## src/rtl/mem_channel_if.sv

```systemverilog
// One HLS-style memory channel: level-held oe/we/addr/wdata/size requests answered by a one-cycle rdy pulse.
interface mem_channel_if #(
  parameter int ADDR_W = 8,
  parameter int DATA_W = 32,
  parameter int SIZE_W = 6
);
  logic              oe;
  logic              we;
  logic [ADDR_W-1:0] addr;
  logic [DATA_W-1:0] wdata;
  logic [SIZE_W-1:0] size;
  logic [DATA_W-1:0] rdata;
  logic              rdy;

  modport master (output oe, we, addr, wdata, size, input rdata, rdy);
  modport slave  (input oe, we, addr, wdata, size, output rdata, rdy);
endinterface

```

## src/rtl/mem_channel_arbiter.sv

```systemverilog
// Round-robin sharing of one memory channel between two masters, with a watchdog
// that aborts a transaction the slave never answers.
//
//   state | meaning
//   IDLE  | no owner; pick a winner among pending requests (turnaround cycle)
//   BUSY  | owner's request forwarded to the slave until s_rdy or watchdog abort
module mem_channel_arbiter #(
  parameter int ADDR_W         = 8,
  parameter int DATA_W         = 32,
  parameter int SIZE_W         = 6,
  parameter int TIMEOUT_CYCLES = 64
) (
  input  logic          clock,
  input  logic          reset,
  mem_channel_if.slave  m0,
  mem_channel_if.slave  m1,
  mem_channel_if.master s,
  output logic          busy,
  output logic          timeout_err,
  output logic          proto_err
);
  localparam int WDOG_W = $clog2(TIMEOUT_CYCLES + 1);
  localparam logic [WDOG_W-1:0] WDOG_LAST = WDOG_W'(TIMEOUT_CYCLES - 1);

  typedef enum logic {IDLE, BUSY} state_t;

  state_t            state;
  logic              owner;
  logic              last_owner;
  logic [WDOG_W-1:0] wdog;

  logic              req0, req1, winner, win_bad, own_bad;
  logic              own_oe, own_we;
  logic [ADDR_W-1:0] own_addr;
  logic [DATA_W-1:0] own_wdata;
  logic [SIZE_W-1:0] own_size;

  always_comb begin
    req0 = m0.oe | m0.we;
    req1 = m1.oe | m1.we;
    // on a tie the master that did not hold the channel last goes first
    if (req0 && req1) winner = ~last_owner;
    else              winner = req1;
    win_bad = winner ? (m1.oe & m1.we) : (m0.oe & m0.we);
    own_bad = owner  ? (m1.oe & m1.we) : (m0.oe & m0.we);
  end

  always_comb begin
    own_oe    = owner ? m1.oe    : m0.oe;
    own_we    = owner ? m1.we    : m0.we;
    own_addr  = owner ? m1.addr  : m0.addr;
    own_wdata = owner ? m1.wdata : m0.wdata;
    own_size  = owner ? m1.size  : m0.size;
  end

  always_comb begin
    s.oe     = 1'b0;
    s.we     = 1'b0;
    s.addr   = '0;
    s.wdata  = '0;
    s.size   = '0;
    m0.rdy   = 1'b0;
    m0.rdata = '0;
    m1.rdy   = 1'b0;
    m1.rdata = '0;
    if (state == BUSY) begin
      s.oe    = own_oe;
      s.we    = own_we;
      s.addr  = own_addr;
      s.wdata = own_wdata;
      s.size  = own_size;
      if (owner) begin
        m1.rdy   = s.rdy;
        m1.rdata = s.rdata;
      end else begin
        m0.rdy   = s.rdy;
        m0.rdata = s.rdata;
      end
    end
  end

  always_ff @(posedge clock) begin
    if (reset) begin
      state       <= IDLE;
      owner       <= 1'b0;
      last_owner  <= 1'b1;
      wdog        <= '0;
      busy        <= 1'b0;
      timeout_err <= 1'b0;
      proto_err   <= 1'b0;
    end else begin
      case (state)
        IDLE: begin
          if (req0 || req1) begin
            state <= BUSY;
            busy  <= 1'b1;
            owner <= winner;
            wdog  <= '0;
            if (win_bad) proto_err <= 1'b1;
          end
        end
        BUSY: begin
          if (own_bad) proto_err <= 1'b1;
          // a completion in the last watchdog cycle still counts as a normal finish
          if (s.rdy) begin
            state      <= IDLE;
            busy       <= 1'b0;
            last_owner <= owner;
          end else if (wdog == WDOG_LAST) begin
            state       <= IDLE;
            busy        <= 1'b0;
            last_owner  <= owner;
            timeout_err <= 1'b1;
          end else begin
            wdog <= wdog + WDOG_W'(1);
          end
        end
      endcase
    end
  end
endmodule

```

## src/flat_wrapper.sv

```systemverilog
// flat-port wrapper written by rule: the top's interface ports become plain ports
module mem_channel_arbiter_flat 
#(
  parameter int ADDR_W         = 8,
  parameter int DATA_W         = 32,
  parameter int SIZE_W         = 6,
  parameter int TIMEOUT_CYCLES = 64
)
  (clock, reset, busy, timeout_err, proto_err, m0_oe, m0_we, m0_addr, m0_wdata, m0_size, m0_rdata, m0_rdy, m1_oe, m1_we, m1_addr, m1_wdata, m1_size, m1_rdata, m1_rdy, s_oe, s_we, s_addr, s_wdata, s_size, s_rdata, s_rdy);
  mem_channel_if #(.ADDR_W(ADDR_W), .DATA_W(DATA_W), .SIZE_W(SIZE_W)) m0_i ();
  mem_channel_if #(.ADDR_W(ADDR_W), .DATA_W(DATA_W), .SIZE_W(SIZE_W)) m1_i ();
  mem_channel_if #(.ADDR_W(ADDR_W), .DATA_W(DATA_W), .SIZE_W(SIZE_W)) s_i ();
  input  logic clock;
  input  logic reset;
  output logic busy;
  output logic timeout_err;
  output logic proto_err;
  input wire logic [$bits(m0_i.oe)-1:0] m0_oe;
  input wire logic [$bits(m0_i.we)-1:0] m0_we;
  input wire logic [$bits(m0_i.addr)-1:0] m0_addr;
  input wire logic [$bits(m0_i.wdata)-1:0] m0_wdata;
  input wire logic [$bits(m0_i.size)-1:0] m0_size;
  output wire logic [$bits(m0_i.rdata)-1:0] m0_rdata;
  output wire logic [$bits(m0_i.rdy)-1:0] m0_rdy;
  input wire logic [$bits(m1_i.oe)-1:0] m1_oe;
  input wire logic [$bits(m1_i.we)-1:0] m1_we;
  input wire logic [$bits(m1_i.addr)-1:0] m1_addr;
  input wire logic [$bits(m1_i.wdata)-1:0] m1_wdata;
  input wire logic [$bits(m1_i.size)-1:0] m1_size;
  output wire logic [$bits(m1_i.rdata)-1:0] m1_rdata;
  output wire logic [$bits(m1_i.rdy)-1:0] m1_rdy;
  output wire logic [$bits(s_i.oe)-1:0] s_oe;
  output wire logic [$bits(s_i.we)-1:0] s_we;
  output wire logic [$bits(s_i.addr)-1:0] s_addr;
  output wire logic [$bits(s_i.wdata)-1:0] s_wdata;
  output wire logic [$bits(s_i.size)-1:0] s_size;
  input wire logic [$bits(s_i.rdata)-1:0] s_rdata;
  input wire logic [$bits(s_i.rdy)-1:0] s_rdy;
  assign m0_i.oe = m0_oe;
  assign m0_i.we = m0_we;
  assign m0_i.addr = m0_addr;
  assign m0_i.wdata = m0_wdata;
  assign m0_i.size = m0_size;
  assign m0_rdata = m0_i.rdata;
  assign m0_rdy = m0_i.rdy;
  assign m1_i.oe = m1_oe;
  assign m1_i.we = m1_we;
  assign m1_i.addr = m1_addr;
  assign m1_i.wdata = m1_wdata;
  assign m1_i.size = m1_size;
  assign m1_rdata = m1_i.rdata;
  assign m1_rdy = m1_i.rdy;
  assign s_oe = s_i.oe;
  assign s_we = s_i.we;
  assign s_addr = s_i.addr;
  assign s_wdata = s_i.wdata;
  assign s_size = s_i.size;
  assign s_i.rdata = s_rdata;
  assign s_i.rdy = s_rdy;
  mem_channel_arbiter #(.ADDR_W(ADDR_W), .DATA_W(DATA_W), .SIZE_W(SIZE_W), .TIMEOUT_CYCLES(TIMEOUT_CYCLES)) u_core (.clock(clock), .reset(reset), .m0(m0_i), .m1(m1_i), .s(s_i), .busy(busy), .timeout_err(timeout_err), .proto_err(proto_err));
endmodule
```

## config.mk

```make
export PLATFORM = sky130hd
export DESIGN_NAME = mem_channel_arbiter_flat
export DESIGN_NICKNAME = d
export VERILOG_FILES = /design/src/rtl/mem_channel_if.sv /design/src/rtl/mem_channel_arbiter.sv /design/src/flat_wrapper.sv
export SDC_FILE = /design/constraint.sdc
export NUM_CORES = 1
export LEC_CHECK = 0
export ABC_AREA = 1
export CORE_AREA = 3 3 96 98
export CTS_BUF_LIST = sky130_fd_sc_hd__clkbuf_8
export CTS_CLUSTER_DIAMETER = 200
export DETAILED_ROUTE_END_ITERATION = 16
export DIE_AREA = 0 0 99 101
export PLACE_DENSITY = 0.73
export SLEW_MARGIN = 20
export SYNTH_ARGS = -nofsm -noshare
export SYNTH_HDL_FRONTEND = slang
export SYNTH_SLANG_ARGS = --single-unit
```

## constraint.sdc

```tcl
create_clock -name clock -period 1.2 [get_ports clock]
set_input_delay 0.12 -clock clock [delete_from_list [all_inputs] [get_ports clock]]
set_output_delay 0.12 -clock clock [all_outputs]
set_load 0.02 [all_outputs]
```

==> out/metrics.sh, run 1 <==
POSTLAYOUTSETUPSLACKWORST_PS=-228
FIN_UTIL_PCT=62.2
SYNTH_SIMPLE_GATE_AREA_SHARE_PCT=47.9
GRT_PASS1_WL_MM=16.0
CRITICAL_PATH.MAX_STAGE_DELAY_PS=440
PLACEMENTROWS=34
FILLER_CELL_COUNT=760
CELLPOWERDENSITY_nW_PER_UM2=578
SYNTH_MUX_AREA_SHARE_PCT=0
TOTAL_WIRELENGTH_OF_THE_DETAILED_ROUTED_DESIGN_MM=11.0
ROUTABILITY_CONGESTION=0.814
CLOCK_LATENCY_PS=260
GRT_ANTENNA_BEFORE_REPAIR=0
TOP_USAGE_LAYER='met2'
ASYNC_RESET_FF_SHARE_PCT=0
FLOORPLAN.INITIALDENSITY_PCT=20.3
FINAL-MAX-SLEW-VIOLATION-COUNT=0
TIMING.CRITICAL_PATH.FANOUT_MAX=8
TIMING.HOLD.WORST_PATH_DEPTH=1
NETS=760
WORSTHOLDENDPOINT='u_core.timeout_err$_SDFFE_PP0P_'
WORST-SLEW-PIN-TRANSITION_PS=228
YOSYS.AREA_SHARE.XOR_XNOR_PCT=0.505
SYNTH-SEQ-CELLS=13
MAXSLEWHEADROOM_PCT=84.9
IR_DROP_uV=547
R2R-END='u_core.wdog[5]$_SDFFE_PP0P_'
CLOCK_SLEW_AT_REPORTED_PATH_FFS_PS=60
FINAL.PERIOD_UTILIZATION_PCT=119
AREA_GROWTH_PCT=207
ANT_NETS=0
POWER.LEAKAGE_nW=2.50
WORST-ENDPOINT-ARRIVAL_PS=1310
SYNTH_FA_HA_AREA_SHARE_PCT=0.722
SETUP-VIOLATIONS-FINAL=124
DIE_AREA_SQ_UM=10000
DETAILED_PLACE.AREA_SQ_UM=4880
REG2REGPATHDEPTH=9
SYNTHDISTINCTLIBCELLS=22
SETUP_SKEW_AFTER_LAYOUT_PS=5.61
MIN_FROM='u_core.timeout_err$_SDFFE_PP0P_'
SYNTHTOPCELLSBYCOUNT='sky130_fd_sc_hd__nand2_1, sky130_fd_sc_hd__nor2_1, sky130_fd_sc_hd__a21oi_1'
USE_MET1_PCT=24.3
HOLD_PATH_CLASS='flop to flop'
FINALINSTANCEAREA_SQ_UM=5320
DRT-INITIAL-DRC-COUNT=61
SETUP.WORST_PATH.START_CLASS='flop'
REMAINING_DRC_ERRORS=0
POST-SYNTH-TOP-AREA-FRACTION_PCT=24.0
LARGEST_NET_DEGREE_AT_THE_START_OF_GLOBAL_ROUTING=34
CTS_ROOT_BUF='sky130_fd_sc_hd__clkbuf_8'
SYNTH_WARNINGS=0
NETLIST.TOP_CELL.BY_AREA='sky130_fd_sc_hd__nand2_1'
MET2_USAGE_PCT=35.4
SYNTH_FLOP_CELL='sky130_fd_sc_hd__dfxtp_1'
SYNTH_COMPOUND_AREA_SHARE_PCT=19.8
SYNTH_FP_NETS=490
GROUTE.USAGE.OVERALL_PCT=19.5
DETAIL_ROUTE.FIRST_PASS.ITERATIONS=4
FP.COREAREA_SQ_UM=8550
NETLIST_TOP_CELLS_AREA='sky130_fd_sc_hd__nand2_1, sky130_fd_sc_hd__nor2_1, sky130_fd_sc_hd__a21oi_1'
HOLD_VIOLATIONS=0
SYNTH_MOST_COMMON_CELL='sky130_fd_sc_hd__nand2_1'
NUM_IO_PINS=248
POST-ROUTE-MIN-PERIOD_PS=1430
MAX_CAPACITANCE_VIOLATION_TOTAL=0
CRITICAL_PATH.REG2REG.STARTPOINT='u_core.state$_SDFF_PP0_'
TOTAL_GR_OVERFLOW=0
SYNTH_TOP_FAMILY_BY_AREA='simple AND/OR/NAND/NOR gates'
VIOLATIONS_IN_THE_FINAL_REPORTS='setup timing'
CLOCK_SINKS=13
DETAILED_PLACEMENT_HPWL_MM=8.18
OUTCOME='complete, but fails checks'
NUMBER_OF_SYNTHESIZED_FLOPS_WITH_AN_ENABLE_PIN=0
ACHIEVABLE-FREQUENCY_GHz=0.700
FINAL_ANTENNA_DIODE_COUNT=0
ROUTED-VIA-COUNT=3303
CRITICAL_PATH.ENDPOINT_TYPE='output port'
CLK_PATH_BUF_DEPTH=2
CTSHTREEMAXLEVEL=1
CTS_MADE_BUFFERS=3
WORSTSETUPPATHTYPE='flop to output port'
SYNTH_SEQUENTIAL_AREA_RATIO_PCT=15.0
GRT_UTIL_MET3_PCT=2.70
POST_ROUTE_CELLS_DRIVE_ABOVE_1_SHARE_PCT=44.0
FLOORPLAN.DIE.HEIGHT_UM=101
RRSETUPSLACK_PS=-160
PLACE.PORT_BUFFERS=247
CRITICAL-PATH-SLOWEST-CELL='sky130_fd_sc_hd__dfxtp_4'
CRITICAL_PATH.CELL_CHAIN='buf_12 > buf_16 > nand2_2 > a21oi_2 > buf_6'
AVGVIACOUNTPERCELL=4.49
CTS_HOLD_BUF=0
TRITONCTS='done'
RSZ0062_AT_GRT='yes'
DIE-WIDTH_UM=99
NUMBER_OF_GLOBAL_ROUTE_VIAS_BEFORE_REPAIR=3057
WL_PER_CELL_UM=15.0
WORST_EP_REQUIRED_TIME_PS=1080
POST_SYNTH_INSTANCE_AREA_SQ_UM=1730
SYNTH_AREA_PER_CELL_SQ_UM=4.84
NETLIST_INSTANCES=358
==> layout make-up <==
| type | instances | area (sq um) | area share, % |
|---|---|---|---|
| multi-input combinational | 275 | 1860 | 34.9 |
| sequential | 13 | 273 | 5.13 |
| timing repair buffer | 287 | 2790 | 52.5 |
| inverter | 48 | 213 | 4.00 |
| clock inverter | 1 | 5.00 | 0.0941 |
| clock buffer | 3 | 41.3 | 0.777 |
| tap | 108 | 135 | 2.54 |
==> sequential cells by signal (all words and copies together) (netlist names) <==
register            count
u_core.last_owner       1
u_core.owner            1
u_core.wdog             7
u_core.proto_err        1
u_core.timeout_err      1
u_core.busy             1
u_core.state            1
==> stage by stage <==
step | hold slack [ps] | power, mW | worst slack, ps | setup TNS [ps] | std cells
after CTS | 471 | 2.93 | -234 | -21620 | 730
after detailed placement | 457 | 2.42 | -445 | -45830 | 718
after floorplan | 182 | 1.37 | -65.8 | -298 | 358
final | 471 | 3.07 | -228 | -19860 | 735
after global routing | 504 | 3.23 | -287 | -27060 | 735
after global placement | 461 | 2.40 | -418 | -44120 | 718
==> layer usage <==
| metal | vias to the layer above | wire [um] |
|---|---|---|
| met2 | 128 | 5920 |
| met3 | 17 | 598 |
| met4 | 0 | 165 |
| met1 | 1523 | 4350 |
| met5 | - | 0 |
| li1 | 1635 | - |
==> timing repair <==
action | in CTS | in global routing
setup buffers | 4 | 5
cloned | 4 | 0
resized for setup | 630 | 86
pin swaps | 9 | 29
endpoints found under the setup margin | 127 | 125
==> critical path, delay by kind of cell, from the launching register on <==
family | cells | cell delay (ps)
and+or+nand+nor | 1 | 60
DFF | 1 | 440
buffers and inverters | 3 | 420
AOI/OAI and AO/OA | 1 | 150
==> layout by cell type, fill, tap and decap left out, types with 4 or more instances in the layout <==
| cell type | instances |
|---|---|
| sky130_fd_sc_hd__buf_4 | 98 |
| sky130_fd_sc_hd__nor2_2 | 14 |
| sky130_fd_sc_hd__nor2_4 | 5 |
| sky130_fd_sc_hd__nor2_1 | 63 |
| sky130_fd_sc_hd__clkdlybuf4s50_1 | 130 |
| sky130_fd_sc_hd__nand2_1 | 79 |
| sky130_fd_sc_hd__o21ai_1 | 4 |
| sky130_fd_sc_hd__dfxtp_1 | 9 |
| sky130_fd_sc_hd__buf_12 | 7 |
| sky130_fd_sc_hd__nand3_1 | 7 |
| sky130_fd_sc_hd__inv_1 | 44 |
| sky130_fd_sc_hd__buf_2 | 5 |
| sky130_fd_sc_hd__a21oi_4 | 31 |
| sky130_fd_sc_hd__nand2_2 | 22 |
| sky130_fd_sc_hd__buf_16 | 4 |
| sky130_fd_sc_hd__a21oi_1 | 6 |
| sky130_fd_sc_hd__nand2_4 | 13 |
| sky130_fd_sc_hd__buf_6 | 39 |
| sky130_fd_sc_hd__a21oi_2 | 19 |
==> kinds of logic (layout without fill, tap and decap cells) <==
family	Yosys count	after routing
AND/OR/NAND/NOR	207	207
adder cells (fa/ha/maj)	1	1
buffers and inverters	70	339
flip-flops	13	13
XOR/XNOR	1	1
AO/OA/AOI/OAI	66	66
==> report_power, final <==
| group | switching [mW] | internal [mW] |
|---|---|---|
| Combinational | 1.08 | 1.10 |
| Clock | 0.185 | 0.231 |
| Sequential | 0.0281 | 0.450 |
==> how the worst max path moves through the flow <==
stage               cells after the start  slack, ps                      start     endpoint
floorplan                               5        -70  u_core.owner$_SDFFE_PP0P_   s_wdata[5]
global placement                        5       -420  u_core.owner$_SDFFE_PP0P_  m0_rdata[2]
detailed placement                      5       -450  u_core.owner$_SDFFE_PP0P_         s_oe
CTS                                     5       -230  u_core.owner$_SDFFE_PP0P_   s_wdata[0]
global route                            5       -290  u_core.owner$_SDFFE_PP0P_  s_wdata[31]
finish                                  5       -230  u_core.owner$_SDFFE_PP0P_   s_wdata[3]
Power figures use the tool's default switching activity.
==> run 2, diff against run 1 <==
CTS_CLUSTER_DIAMETER = 120   (was 200)
GPL_ROUTABILITY_DRIVEN = 0   (was default)
==> results of run 2 <==
The final DEF is identical to that of run 1; final timing and power are the same.
